### src/rtl/ir_byte_unloader.sv
// Splits a 16-bit instruction-register word into two byte beats on a
// valid/ready stream, with selectable byte order and a delivered-word counter.
module ir_byte_unloader #(
  parameter bit HI_FIRST = 1'b0
) (
  input  logic        clk,
  input  logic        rst_n,
  input  logic [15:0] in_data,
  input  logic        in_valid,
  output logic        in_ready,
  input  logic        flush,
  output logic [7:0]  out_data,
  output logic        out_lh,
  output logic        out_valid,
  input  logic        out_ready,
  output logic        out_last,
  output logic [7:0]  word_count
);

  typedef enum logic [1:0] {
    IDLE   = 2'd0,
    FIRST  = 2'd1,
    SECOND = 2'd2
  } state_t;

  state_t      state;
  state_t      state_nxt;
  logic [15:0] hold;
  logic [7:0]  count;
  logic        accept;
  logic        word_done;
  logic        second;

  // State register
  always_ff @(posedge clk or negedge rst_n) begin
    if (!rst_n) begin
      state <= IDLE;
    end else begin
      state <= state_nxt;
    end
  end

  // Next state and handshake decode; flush overrides every handshake
  always_comb begin
    state_nxt = state;
    in_ready  = 1'b0;
    accept    = 1'b0;
    word_done = 1'b0;

    in_ready  = !flush && ((state == IDLE) || ((state == SECOND) && out_ready));
    accept    = in_valid && in_ready;
    word_done = (state == SECOND) && out_ready && !flush;

    case (state)
      IDLE: begin
        if (accept) state_nxt = FIRST;
      end
      FIRST: begin
        if (out_ready) state_nxt = SECOND;
      end
      SECOND: begin
        if (out_ready) state_nxt = accept ? FIRST : IDLE;
      end
      default: state_nxt = IDLE;
    endcase

    if (flush) state_nxt = IDLE;
  end

  // Hold register: loaded on acceptance, cleared when the word is flushed
  always_ff @(posedge clk or negedge rst_n) begin
    if (!rst_n) begin
      hold <= 16'h0000;
    end else if (flush) begin
      hold <= 16'h0000;
    end else if (accept) begin
      hold <= in_data;
    end
  end

  // Delivered-word counter, wraps naturally at 8 bits
  always_ff @(posedge clk or negedge rst_n) begin
    if (!rst_n) begin
      count <= 8'h00;
    end else if (word_done) begin
      count <= count + 8'd1;
    end
  end

  // Byte outputs decode straight from the state and hold flops
  assign second     = (state == SECOND);
  assign out_valid  = (state != IDLE);
  assign out_last   = second;
  assign out_lh     = HI_FIRST ^ second;
  assign out_data   = out_lh ? hold[15:8] : hold[7:0];
  assign word_count = count;

endmodule

### config.mk
export PLATFORM = sky130hd
export DESIGN_NAME = ir_byte_unloader
export DESIGN_NICKNAME = d
export VERILOG_FILES = /design/src/rtl/ir_byte_unloader.sv
export SDC_FILE = /design/constraint.sdc
export NUM_CORES = 1
export LEC_CHECK = 0
export CAP_MARGIN = 20
export CORE_AREA = 2 2 56 58
export DETAILED_ROUTE_END_ITERATION = 8
export DIE_AREA = 0 0 58 60
export PLACE_DENSITY = 0.92
export SLEW_MARGIN = 5
export SYNTH_ARGS = -nofsm -noshare
export SYNTH_HDL_FRONTEND = slang
export SYNTH_SLANG_ARGS = --single-unit
### constraint.sdc
create_clock -name clk -period 3.3 [get_ports clk]
set_clock_uncertainty 0.2 [all_clocks]
set_input_delay 0.825 -clock clk [delete_from_list [all_inputs] [get_ports clk]]
set_output_delay 0.825 -clock clk [all_outputs]
set_load 0.01 [all_outputs]
==> metrics.md <==
| Metric | Value |
|---|---|
| Status | finished clean |
| Seq cells post-synth | 26 |
| Pwr Density | 396 nW/um^2 |
| Part of the power in the clock network | 29.5% |
| Syn_nets | ~130 |
| Total gr overflow | 0 |
| P_int | 567 uW |
| Min cycle time layout | about 3.2 ns |
| Period utilisation layout | a little over nine tenths |
| Final setup TNS | 0 ns |
| First-pass GRT wire length | 4.75 mm |
| Synth top area cells | dfrtp_1, mux2_4, mux2_1 |
| Busiest grt layer | met2 |
| Commonest non-fill, non-tap cell in the layout | clkdlybuf4s50_1 |
| Initial DRC count | 12 |
| Slowest stage delay, CP | about 0.55 ns |
| Post-CTS Hold Fix Bufs | 0 |
| Min-delay worst type | register to register |
| Endpoints failing setup | 0 |
| VDD IR-drop max | 0.424 mV |
| CP cell instances | clkdlybuf4s50_1 > and2b_1 > nor2_2 > clkdlybuf4s50_1 |
| Netlist Area Pre-Place | 1380 um^2 |
| I/O Pins | 41 |
| Area delta synth->final | 37.4% |
| Root Driver | clkbuf_4 |
| Sw Share | between 20% and 30% |
| Most frequent CP cell | clkdlybuf4s50_1 |
| Share of post-route cells with drive strength above 1 | approximately 18% |
| Switching power total | 185 uW |
| Clock latency reported for the late side of the worst-skew pair | about 0.34 ns |
| GR met2 Demand/Resource | 32.8% |
| GP Congestion | 0.758 |
| Critical Path AT | 2.20 ns |
| Die width | 58 um |
| Crit start category | input port |
| Row count | 20 |
| Met1 track demand over resource | 22.1% |
| Drt drc | 0 |
| Worst hold path startpoint | word_count[7] |
| Setup CP Type | input port to output pin |
| Die area | 3480 um^2 |
| Post-layout instance area | 1900 um^2 |
| RSZ-0062 raised after global routing | false |
| Most frequent cells in the layout | clkdlybuf4s50_1, dfrtp_1, nor2b_1 |
| Initial antenna violation count | 0 |
| Final #Nets | 181 |
| Seq/Total Area, Yosys | 47.1% |
| Syn Area/Cell | approximately 12 um^2 |
| Clock Sinks | 26 |
| Required time of the critical path | 2.27 ns |
| DP HPWL | 2.12 mm |
| GR Layer Usage met3 | approximately 3.5% |
| Crit end category | output pin |
| Maxcap violations | 0 |
| Critical path buffers and inverters | 2 |
| Final wirelength | about 2.8 mm |
| CTS buffer count | 3 |
| Crit path max-delay family | buffers and inverters |
| Yosys top cell area share | 47.1% |
| Drt pass-1 iters | 4 |
| Antenna Nets Post-Route | 0 |
| Placed inst area | ~1800 um^2 |
| Tot GR Track Use | 18.4% |
| Slew @ Worst Pin | 0.320 ns |
| Crit-path max FO | 2 |
| Area leader, netlist | dfrtp_1 |
| CTS tree | built |
| Post-Syn Instances | 112 |
| FILL cells | 237 |
| Initial Util | between 40% and 50% |
| Max Buffers Root-to-Sink | 2 |
| Vias in the first global route | between 1,000 and 1,500 |
| Max-slew violation count | 0 |
| Clk pin slew, worst setup/hold paths | 0.15 ns |
| Relative slew slack | between 70% and 80% |
| Largest net degree at the start of global routing | 27 |
| Slowest-stage cell, CP | clkdlybuf4s50_1 |
| Critical R2R Launch | state[0] |
| Fmax | 0.310 GHz |
| Post-CTS Resized | 0 |
| Port bufs | 40 |
| Yosys cell types | 31 |
| Combinational group share of total power | 22.0% |
| Max H-tree Level | 1 |
| Fin. Hold Viols | 0 |
| DR WL/cell | between 10 and 15 um |
| YS warnings | 0 |
| Worst Setup SP | out_ready |
| Seq pwr share | 48.5% |
| Leakage | 0.871 nW |
| Total core area | 2900 um^2 |
| Setup Buffers After CTS | 0 |
| Avg Vias per Cell | 5.21 |
| Die Ht | 60 um |
| DR vias | 995 |
| N_diodes | 0 |
area by class of cell:
| cell class | count | area (um^2) | area share [%] |
|---|---|---|---|
| Clock buffer | 3 | 22.5 | 1.19 |
| Sequential cell | 26 | 651 | 34.3 |
| Tap cell | 33 | 41.3 | 2.17 |
| Timing Repair Buffer | 47 | 453 | 23.8 |
| Inverter | 1 | 3.75 | 0.198 |
| Multi-Input combinational cell | 80 | 698 | 36.8 |
| Clock inverter | 1 | 30.0 | 1.58 |
power by group through the flow:
stage,Clock (mW),Combinational (mW),Sequential [mW]
floorplan,0,0.0756,0.371
global placement,0,0.161,0.371
detailed placement,0,0.166,0.371
CTS,0.224,0.167,0.365
global route,0.242,0.179,0.370
finish,0.222,0.165,0.365
path summary, 6_finish.rpt:
kind                                  to  slack (ns)  cells past startpoint
max                             in_ready        0.08                      4
min                        word_count[7]        0.28                      1
max reg2reg                     hold[14]        1.62                      3
min reg2reg                word_count[7]        0.28                      1
max in group asynchronous       state[0]        2.03                      2
min in group asynchronous  word_count[0]        0.63                      2
kinds of logic (layout without fill, tap and decap cells):
family,Yosys count,count (layout),share of synthesized area [%]
adders and majority gates,1,1,0.905
muxes,21,21,19.8
DFF,26,26,47.1
AOI/OAI and AO/OA,9,9,3.98
buffers and inverters,6,52,2.62
xor gates and xnor gates,7,7,4.43
and+or+nand+nor,42,42,21.2
routing by layer:
layer | vias to the layer above | wire length [um]
met1 | 471 | 1180
met3 | 5 | 157
met5 | - | 0
met2 | 32 | 1390
li1 | 487 | -
met4 | 0 | 45
Yosys cell counts, drive strengths merged:
cell / count
ha: 1
nor2: 2
and4bb: 1
nand3: 2
nand2b: 2
o31ai: 4
nand3b: 1
inv: 1
and2b: 1
or2: 2
nor4: 1
nor3: 3
nor2b: 13
buf: 4
dfrtp: 26
xnor2: 4
mux2: 21
a21oi: 5
nand4: 6
xor2: 3
nand4bb: 1
clkbuf: 1
nand2: 7
worst reg2reg max path, stage by stage (launching register included):
cell and delay, ns:
dfrtp_1 0.49, nor2_2 0.25, nand3_4 0.26, mux2_1 0.39
per-stage QoR:
stage	setup slack (ns)	total power, mW	util, %	std cells	hold slack (ns)
3_5_place_dp	0.0535	0.537	63.5	187	0.261
5_1_grt	0.0303	0.791	65.4	191	0.312
2_1_floorplan	0.852	0.447	-	112	0.304
6_report	0.0793	0.752	65.4	191	0.282
3_3_place_gp	0.0690	0.532	63.5	187	0.257
4_1_cts	0.0398	0.756	65.3	191	0.283
state kept, by name (all words and copies together) (netlist names):
signal and cells:
word_count 8, state 2, hold 16
Note: power is estimated with default switching activity, not from simulation.
